File: src/rtl/distance_arbiter_if.sv
// Requester/response bus of distance_arbiter.
// master: vertex-fetch/query front-end side; slave: the arbiter.
interface distance_arbiter_if #(
    parameter int unsigned NUM_REQ = 4,
    parameter int unsigned DIM     = 2
);
    localparam int unsigned ID_W = (NUM_REQ > 1) ? $clog2(NUM_REQ) : 1;

    logic [NUM_REQ-1:0]        req_valid_in;
    logic [NUM_REQ-1:0]        req_ready_out;
    logic [NUM_REQ*DIM*32-1:0] req_vertex_in;
    logic [NUM_REQ*DIM*32-1:0] req_query_in;
    logic                      resp_valid_out;
    logic                      resp_ready_in;
    logic [ID_W-1:0]           resp_id_out;
    logic [31:0]               resp_distance_out;
    logic                      resp_error_out;

    modport master (
        output req_valid_in, req_vertex_in, req_query_in, resp_ready_in,
        input  req_ready_out, resp_valid_out, resp_id_out, resp_distance_out, resp_error_out
    );

    modport slave (
        input  req_valid_in, req_vertex_in, req_query_in, resp_ready_in,
        output req_ready_out, resp_valid_out, resp_id_out, resp_distance_out, resp_error_out
    );
endinterface

File: src/rtl/distance_arbiter.sv
// Round-robin arbiter/sequencer sharing one serial squared-distance unit among
// NUM_REQ requesters. One job in flight: grant, replay operands for DIM cycles,
// wait for the unit result, hold the tagged response until accepted.
// Optional WAIT watchdog: define DIST_ARB_TIMEOUT_EN.
module distance_arbiter #(
    parameter int unsigned NUM_REQ        = 4,
    parameter int unsigned DIM            = 2,
    parameter int unsigned TIMEOUT_CYCLES = 1023
) (
    input  logic                   clk_in,
    input  logic                   rst_n_in,
    distance_arbiter_if.slave      bus,
    output logic [DIM-1:0]         dist_valid_out,
    output logic [DIM*32-1:0]      dist_vertex_out,
    output logic [DIM*32-1:0]      dist_query_out,
    output logic                   dist_rst_out,
    input  logic [31:0]            dist_result_in,
    input  logic                   dist_valid_in
);
    localparam int unsigned ID_W = (NUM_REQ > 1) ? $clog2(NUM_REQ) : 1;
    localparam int unsigned IC_W = (DIM > 1) ? $clog2(DIM) : 1;
    localparam int unsigned OP_W = DIM * 32;

    typedef enum logic [1:0] {S_IDLE, S_ISSUE, S_WAIT, S_RESP} state_t;

    state_t             state_q;
    logic [ID_W-1:0]    last_grant_q;
    logic [ID_W-1:0]    id_q;
    logic [OP_W-1:0]    vertex_q;
    logic [OP_W-1:0]    query_q;
    logic [IC_W-1:0]    issue_cnt_q;
    logic [DIM-1:0]     dist_valid_q;
    logic               dist_rst_q;
    logic               resp_valid_q;
    logic               resp_error_q;
    logic [31:0]        resp_dist_q;

    logic               hit_hi, hit_lo;
    logic [ID_W-1:0]    g_hi, g_lo;
    logic               grant_hit_d;
    logic [ID_W-1:0]    grant_d;
    logic               accept;
    logic [NUM_REQ-1:0] ready_d;
    logic [OP_W-1:0]    vert_sel_d;
    logic [OP_W-1:0]    query_sel_d;

`ifdef DIST_ARB_TIMEOUT_EN
    localparam int unsigned TW = $clog2(TIMEOUT_CYCLES + 1);
    logic [TW-1:0]      wait_cnt_q;
`else
    // Watchdog compiled out; parameter kept so instantiations are identical.
    logic [31:0]        unused_timeout;
    assign unused_timeout = TIMEOUT_CYCLES;
`endif

    // Round-robin search from last_grant+1: first valid above last_grant, else lowest valid.
    always_comb begin
        hit_hi = 1'b0;
        hit_lo = 1'b0;
        g_hi   = '0;
        g_lo   = '0;
        for (int unsigned r = 0; r < NUM_REQ; r++) begin
            if (bus.req_valid_in[r]) begin
                if (!hit_hi && (ID_W'(r) > last_grant_q)) begin
                    hit_hi = 1'b1;
                    g_hi   = ID_W'(r);
                end
                if (!hit_lo) begin
                    hit_lo = 1'b1;
                    g_lo   = ID_W'(r);
                end
            end
        end
        grant_hit_d = hit_lo;
        grant_d     = hit_hi ? g_hi : g_lo;
    end

    // No grant while the unit is still held in reset.
    assign accept = (state_q == S_IDLE) && !dist_rst_q && grant_hit_d;

    // One-hot ready and operand mux for the granted requester.
    always_comb begin
        ready_d     = '0;
        vert_sel_d  = '0;
        query_sel_d = '0;
        for (int unsigned r = 0; r < NUM_REQ; r++) begin
            if (ID_W'(r) == grant_d) begin
                ready_d[r]  = accept;
                vert_sel_d  = bus.req_vertex_in[r*OP_W +: OP_W];
                query_sel_d = bus.req_query_in[r*OP_W +: OP_W];
            end
        end
    end

    // Job sequencer FSM with registered unit and response outputs.
    always_ff @(posedge clk_in or negedge rst_n_in) begin
        if (!rst_n_in) begin
            state_q      <= S_IDLE;
            last_grant_q <= ID_W'(NUM_REQ - 1);
            id_q         <= '0;
            vertex_q     <= '0;
            query_q      <= '0;
            issue_cnt_q  <= '0;
            dist_valid_q <= '0;
            dist_rst_q   <= 1'b1;
            resp_valid_q <= 1'b0;
            resp_error_q <= 1'b0;
            resp_dist_q  <= '0;
`ifdef DIST_ARB_TIMEOUT_EN
            wait_cnt_q   <= '0;
`endif
        end else begin
            dist_rst_q <= 1'b0;
            case (state_q)
                S_IDLE: begin
                    if (accept) begin
                        vertex_q     <= vert_sel_d;
                        query_q      <= query_sel_d;
                        last_grant_q <= grant_d;
                        id_q         <= grant_d;
                        issue_cnt_q  <= '0;
                        dist_valid_q <= '1;
                        state_q      <= S_ISSUE;
                    end
                end
                S_ISSUE: begin
                    if (issue_cnt_q == IC_W'(DIM - 1)) begin
                        dist_valid_q <= '0;
                        state_q      <= S_WAIT;
`ifdef DIST_ARB_TIMEOUT_EN
                        wait_cnt_q   <= '0;
`endif
                    end else begin
                        issue_cnt_q <= issue_cnt_q + IC_W'(1);
                    end
                end
                S_WAIT: begin
                    if (dist_valid_in) begin
                        resp_dist_q  <= dist_result_in;
                        resp_error_q <= 1'b0;
                        resp_valid_q <= 1'b1;
                        state_q      <= S_RESP;
                    end
`ifdef DIST_ARB_TIMEOUT_EN
                    else if (wait_cnt_q == TW'(TIMEOUT_CYCLES - 1)) begin
                        dist_rst_q   <= 1'b1;
                        resp_dist_q  <= '0;
                        resp_error_q <= 1'b1;
                        resp_valid_q <= 1'b1;
                        state_q      <= S_RESP;
                    end else begin
                        wait_cnt_q <= wait_cnt_q + TW'(1);
                    end
`endif
                end
                S_RESP: begin
                    if (bus.resp_ready_in) begin
                        resp_valid_q <= 1'b0;
                        state_q      <= S_IDLE;
                    end
                end
                default: state_q <= S_IDLE;
            endcase
        end
    end

    assign bus.req_ready_out     = ready_d;
    assign bus.resp_valid_out    = resp_valid_q;
    assign bus.resp_id_out       = id_q;
    assign bus.resp_distance_out = resp_dist_q;
    assign bus.resp_error_out    = resp_error_q;
    assign dist_valid_out        = dist_valid_q;
    assign dist_vertex_out       = vertex_q;
    assign dist_query_out        = query_q;
    assign dist_rst_out          = dist_rst_q;
endmodule
File: src/flat_wrapper.sv
// flat-port wrapper written by rule: the top's interface ports become plain ports
module distance_arbiter_flat 
#(
    parameter int unsigned NUM_REQ        = 4,
    parameter int unsigned DIM            = 2,
    parameter int unsigned TIMEOUT_CYCLES = 1023
)
  (clk_in, rst_n_in, dist_valid_out, dist_vertex_out, dist_query_out, dist_rst_out, dist_result_in, dist_valid_in, bus_req_valid_in, bus_req_vertex_in, bus_req_query_in, bus_resp_ready_in, bus_req_ready_out, bus_resp_valid_out, bus_resp_id_out, bus_resp_distance_out, bus_resp_error_out);
  distance_arbiter_if #(.NUM_REQ(NUM_REQ), .DIM(DIM)) bus_i ();
  input  logic clk_in;
  input  logic rst_n_in;
  output logic [DIM-1:0] dist_valid_out;
  output logic [DIM*32-1:0] dist_vertex_out;
  output logic [DIM*32-1:0] dist_query_out;
  output logic dist_rst_out;
  input  logic [31:0] dist_result_in;
  input  logic dist_valid_in;
  input wire logic [$bits(bus_i.req_valid_in)-1:0] bus_req_valid_in;
  input wire logic [$bits(bus_i.req_vertex_in)-1:0] bus_req_vertex_in;
  input wire logic [$bits(bus_i.req_query_in)-1:0] bus_req_query_in;
  input wire logic [$bits(bus_i.resp_ready_in)-1:0] bus_resp_ready_in;
  output wire logic [$bits(bus_i.req_ready_out)-1:0] bus_req_ready_out;
  output wire logic [$bits(bus_i.resp_valid_out)-1:0] bus_resp_valid_out;
  output wire logic [$bits(bus_i.resp_id_out)-1:0] bus_resp_id_out;
  output wire logic [$bits(bus_i.resp_distance_out)-1:0] bus_resp_distance_out;
  output wire logic [$bits(bus_i.resp_error_out)-1:0] bus_resp_error_out;
  assign bus_i.req_valid_in = bus_req_valid_in;
  assign bus_i.req_vertex_in = bus_req_vertex_in;
  assign bus_i.req_query_in = bus_req_query_in;
  assign bus_i.resp_ready_in = bus_resp_ready_in;
  assign bus_req_ready_out = bus_i.req_ready_out;
  assign bus_resp_valid_out = bus_i.resp_valid_out;
  assign bus_resp_id_out = bus_i.resp_id_out;
  assign bus_resp_distance_out = bus_i.resp_distance_out;
  assign bus_resp_error_out = bus_i.resp_error_out;
  distance_arbiter #(.NUM_REQ(NUM_REQ), .DIM(DIM), .TIMEOUT_CYCLES(TIMEOUT_CYCLES)) u_core (.clk_in(clk_in), .rst_n_in(rst_n_in), .bus(bus_i), .dist_valid_out(dist_valid_out), .dist_vertex_out(dist_vertex_out), .dist_query_out(dist_query_out), .dist_rst_out(dist_rst_out), .dist_result_in(dist_result_in), .dist_valid_in(dist_valid_in));
endmodule
File: config.mk
export PLATFORM = sky130hd
export DESIGN_NAME = distance_arbiter_flat
export DESIGN_NICKNAME = d
export VERILOG_FILES = /design/src/rtl/distance_arbiter_if.sv /design/src/rtl/distance_arbiter.sv /design/src/flat_wrapper.sv
export SDC_FILE = /design/constraint.sdc
export NUM_CORES = 1
export LEC_CHECK = 0
export BUFFER_PORTS_ARGS = -buffer_cell sky130_fd_sc_hd__buf_2
export CORE_AREA = 2 2 284 286
export CTS_BUF_LIST = sky130_fd_sc_hd__clkbuf_16
export DETAILED_ROUTE_END_ITERATION = 7
export DIE_AREA = 0 0 286 288
export PLACE_DENSITY = 0.32
export SETUP_SLACK_MARGIN = 0.05
export SLEW_MARGIN = 0
export SYNTH_ARGS = -nofsm -noshare
export SYNTH_HDL_FRONTEND = slang
export SYNTH_SLANG_ARGS = --single-unit
File: constraint.sdc
create_clock -name clk_in -period 4.6 [get_ports clk_in]
set_input_delay 1.38 -clock clk_in [delete_from_list [all_inputs] [get_ports clk_in]]
set_output_delay 1.38 -clock clk_in [all_outputs]
set_load 0.01 [all_outputs]
# Word level (Yosys, flattened, before mapping)
# Index checks and enable logic that the tools add are counted.
totals:
  output_inout_bits: 171
  elab_cells: 95
  register_bits: 171
classes:
  reduce_logical: 19
  n_eq_ne: 10
  magnitude_cmp: 4
  muxes: 51
  n_addsub: 1
op_table:
  columns: ["cell", "count"]
  rows:
  - ["2-to-1 mux 64 bit", 8]
  - ["2-to-1 mux 2 bit", 17]
  - ["2-to-1 mux 1 bit", 22]
  - ["one-hot mux 2 bit (4 select lines)", 1]
  - ["AND reduction 2 bit", 3]
  - ["AND reduction 3 bit", 2]
  - ["logical AND 1 bit", 5]
  - ["equality test 2 bit (first input constant)", 2]
  - ["equality test 2 bit (second input constant)", 2]
  - ["> comparator 1 x 2 -> 1 bit (first input constant)", 2]
  - ["> comparator 2 bit (first input constant)", 2]
  - ["logical NOT 1 bit", 4]
  - ["logical NOT 2 bit", 2]
  - ["!= test 2 x 1 -> 1 bit (second input constant)", 2]
  - ["!= test 2 bit (second input constant)", 2]
  - ["one-hot mux 1 bit (2 select lines)", 2]
  - ["one-hot mux 2 bit (2 select lines)", 1]
  - ["AND reduction 4 bit", 1]
  - ["nonzero test 2 bit", 2]
  - ["equality test 1 x 2 -> 1 bit (first input constant)", 1]
  - ["equality test 2 x 1 -> 1 bit (second input constant)", 1]
  - ["adder 1 bit (second input constant)", 1]

# Depth between registers and ports, before layout
depth:
  word_depth: 21
  ltp_mapped: 9

# Worst setup path before layout
# No wires, ideal clock.
synth_timing:
  path_kind: "in2out"
  start: "in bus_req_valid_in[3]"
  end: "out bus_req_ready_out[1]"
  arrival_time_ns: 2.673
  path_slack_ns: 0.547
  path_buffers: 4
  stages: 7
  cell_sequence: "buf_6 -> or2_4 -> o311a_1 -> buf_6 -> buf_2 -> buf_2 -> and2_1"
synth_via:
  elab_chain_cells: 4
  elab_cells_between_ends: 8
synth_rtl:
  columns: ["item", "line_no", "rtl"]
  rows:
  - ["start: declaration", "flat_wrapper.sv:18", "input wire logic [$bits(bus_i.req_valid_in)-1:0] bus_req_valid_in;"]
  - ["2-to-1 mux 2 bit / 2-to-1 mux 1 bit (equally long branches)", "distance_arbiter.sv:63", "if (bus.req_valid_in[r]) begin"]
  - ["2-to-1 mux 2 bit", "distance_arbiter.sv:75", "grant_d = hit_hi ? g_hi : g_lo;"]
  - ["equality test 1 x 2 -> 1 bit", "distance_arbiter.sv:87", "if (ID_W'(r) == grant_d) begin"]
  - ["2-to-1 mux 1 bit *", "distance_arbiter.sv:87", null]
  - ["end: declaration", "flat_wrapper.sv:22", "output wire logic [$bits(bus_i.req_ready_out)-1:0] bus_req_ready_out;"]
# Every way passes the cells marked *; elsewhere a longest branch is shown, timed or not.

# Worst setup path after layout
layout_timing:
  start: "in bus_req_valid_in[3]"
  end: "out bus_req_ready_out[2]"
layout_via:
  elab_chain_cells: 4
  elab_cells_between_ends: 8
layout_rtl:
  columns: ["item", "line_no"]
  rows:
  - ["2-to-1 mux 2 bit / 2-to-1 mux 1 bit (equally long branches)", "distance_arbiter.sv:63"]
  - ["2-to-1 mux 2 bit", "distance_arbiter.sv:75"]
  - ["equality test 2 bit", "distance_arbiter.sv:87"]
  - ["2-to-1 mux 1 bit *", "distance_arbiter.sv:87"]
# Marks and branches as above.

==> results.md <==
- Post-DP HPWL: 40300 µm
- Largest net degree at the start of global routing: 134
- Synth Warn #: 0
- Initial Utilization: 0.118
- CP max FO: 9
- Max incr delay on CP: 340 ps
- Most common cell after layout, fill and taps aside: buf_2
- Vias in the first global route: 11779
- Unique masters post-synth: 49
- CTS max path bufs: 2
- Crit Reg-Reg Endpoint: u_core.dist_query_out[10]
- Root buffer cell: clkbuf_16
- CTS Hold Bufs: 0
- Run status: complete, no violations
- Hold path start: u_core.bus.resp_id_out[1]
- CP Launch Type: input port
- GR Util met1: 0.143
- DIE HEIGHT: 288 µm
- GR Util met3: 0.0338
- Power per cell area: 578 nW/µm²
- Via density: 4.11
- H-tree levels: 4
- Average cell area after synthesis: 9.61 µm²
- Slowest-stage cell, CP: o311a_4
- Total GRT Usage: 0.126
- Setup_tns: 0 ps
- Max-cap violations: 0
- Leakage: 6.64 nW
- RSZ-0062 raised after global routing: no
- Synthesis-stage register bit count: 170
- Post-synthesis compound-gate area fraction: 0.321
- Top FF cell, synth: dfrtp_1
- Critical Path RT: 3220 ps
- Initial DRC count: 496
- GPL Wtd Cong: 0.854
- Clk_skew: 21.9 ps
- Final Max Slew Viols: 0
- CTS Sinks: 170
- Most frequent cells in the layout: buf_2 (720), dfrtp_1 (167), a21oi_1 (118), a221oi_1 (116), o21ai_0 (77)
- Initial antenna violation count: 12
- Pre-CTS WS: 530 ps
- Port bufs: 721
- EDFF count, synth: 0
- # IOs: 723
- PostCTS Resize Cnt: 0
- Final worst-path cycle share: 0.841
- Worst hold endpoint: u_core.bus.resp_id_out[1]
- Post-CTS Setup Bufs: 0
- Worst slew margin: 0.292
- Routed len/inst: 20.1 µm
- Worst VDD drop: 0.000269 V
- Crit path DAT: 2490 ps
- CTS tree: yes
- Clock Latency Late Sink: 490 ps
- DR pass1 iterations: 6
- Final min period: 3870 ps
- Post-layout util: 0.185
- Via Count: 11147
- Post-Synth Adder-Cell Area: 0.00531
- Global routing's busiest layer: met2
- Crit path from: bus_req_valid_in[3]
- Mapped cell area: 9430 µm²
- Met2 usage: 0.224
- CP Capture Type: output port
- Syn Inst Count: 982
- Die width: 286 µm
- Worst hold path type: reg -> reg
- DRC Markers: 0
- R2R Path Start: u_core.state_q[0]
- Core Footprint: 79600 µm²
- Cell breakdown of the critical path: buf_2 -> or2_4 -> o311a_4 -> and3_1 -> buf_2
- WHS Path Cells: 2
- First-pass GRT wire length: 77400 µm
- Cts bufs inserted: 17
- Total routed wirelength: 54400 µm
- Num rows: 104
- Simple logic cell fraction of the synthesized area: 0.114
- Largest family of logic cells by synthesized area: compound AO/OA/AOI/OAI gates
- Fraction of layout cells with a size suffix above 1: 0.513
- Post-synthesis mux area share: 0.0415
- Area grow syn2layout: 56.1%
- Worst-path clk slew: 70 ps
- Achievable frequency: 258 MHz
- Crit Path Category: in -> out
- Worst R2R Setup Slack: 1420 ps
- Grt total ovfl: 0
- Setup WS post-layout: 731 ps
- Most used cell, CP: buf_2
- Post-synthesis xor/xnor area fraction: 0.00172
- Placed cell count: 2678
- Sequential area share after synthesis: 0.451
- Synth async-reset ratio: 1.00
- Final setup viols: 0
- Die area: 82400 µm²
- Remaining antenna violation count after routing: 0
- Final Hold Viols: 0
- Nets@finish: 2193
- Slew @ Worst Pin: 1060 ps
- Final non-filler cell total: 2715
- R2R depth: 7
synthesized netlist by cell type, types with 2 or more instances:
library cell,count,area [µm²]
a221oi_1,116,1020
a21oi_1,119,596
clkbuf_2,4,20.0
o221ai_1,45,394
ha_1,4,50.1
a31oi_1,3,18.8
and3_1,26,163
nand2_1,71,267
mux2_2,32,360
o21ai_1,38,190
dfrtp_1,167,4180
dfstp_2,3,78.8
and2_1,3,18.8
or3_1,58,363
a221oi_2,11,165
buf_6,12,135
buf_2,36,180
inv_1,10,37.5
mux2i_1,2,20.0
nor2b_1,2,12.5
o21a_1,2,15.0
a22oi_1,2,15.0
clkbuf_1,45,169
buf_4,7,52.6
o21ai_0,77,385
a21oi_2,13,114
nor2_1,50,188
buf_1,3,11.3
worst max path at each step:
| stage | depth (start not counted) | end | slack (ps) |
|---|---|---|---|
| 2_1_floorplan | 7 | bus_req_ready_out[1] | 550 |
| 3_5_place_dp | 7 | u_core.dist_query_out[49] | 530 |
| 6_report | 5 | bus_req_ready_out[2] | 730 |
| 4_1_cts | 5 | bus_req_ready_out[2] | 710 |
| 5_1_grt | 7 | bus_req_ready_out[0] | 610 |
| 3_3_place_gp | 7 | u_core.dist_query_out[44] | 520 |
routing by layer:
metal,vias up,part of all wire
met1,5463,0.38
li1,5094,-
met2,508,0.51
met5,-,0.0013
met3,72,0.071
met4,10,0.030
per-stage QoR:
stage	hold WS (ps)	power (mW)	instance area (µm²)
6_report	491	8.52	14700
5_1_grt	519	9.16	14700
4_1_cts	501	8.70	14700
3_5_place_dp	482	7.04	14100
3_3_place_gp	464	7.06	14100
2_1_floorplan	512	5.03	9440
cell type report:
type,count,area (µm²)
fillers,9043,64900
multi-input cells,696,4630
flip-flops and latches,170,4260
repair buffers,742,3860
well taps,1060,1330
clock buffers,17,425
clock inverters,15,176
inverters,10,37.5
diodes,5,12.5
cell families after synthesis:
kind of cell / count (synthesis)
other: 1
XOR/XNOR: 1
AND/OR/NAND/NOR: 218
multiplexers: 35
AO/OA/AOI/OAI: 436
buffers and inverters: 117
flip-flops: 170
adder cells (fa/ha/maj): 4
worst max-delay path: cells and delay by family:
| family | cells | cell delay (ps) |
|---|---|---|
| compound gates | 1 | 340 |
| buf+inv | 2 | 330 |
| simple gates | 2 | 430 |
state kept, by name, indices dropped and copies added (netlist names):
register	count
u_core.bus.resp_valid_out	1
u_core.bus.resp_id_out	2
u_core.dist_rst_out	1
u_core.last_grant_q	2
u_core.state_q	2
u_core.dist_query_out	64
u_core.dist_vertex_out	64
u_core.bus.resp_distance_out	32
u_core.dist_valid_out	1
u_core.issue_cnt_q	1
power by group:
part | internal [mW] | total [mW] | switching, mW
Sequential | 2.24 | 2.66 | 0.422
Clock | 0.779 | 1.58 | 0.802
Combinational | 1.62 | 4.28 | 2.66
Total | 4.64 | 8.52 | 3.88
(Power assumes the default switching activity.)
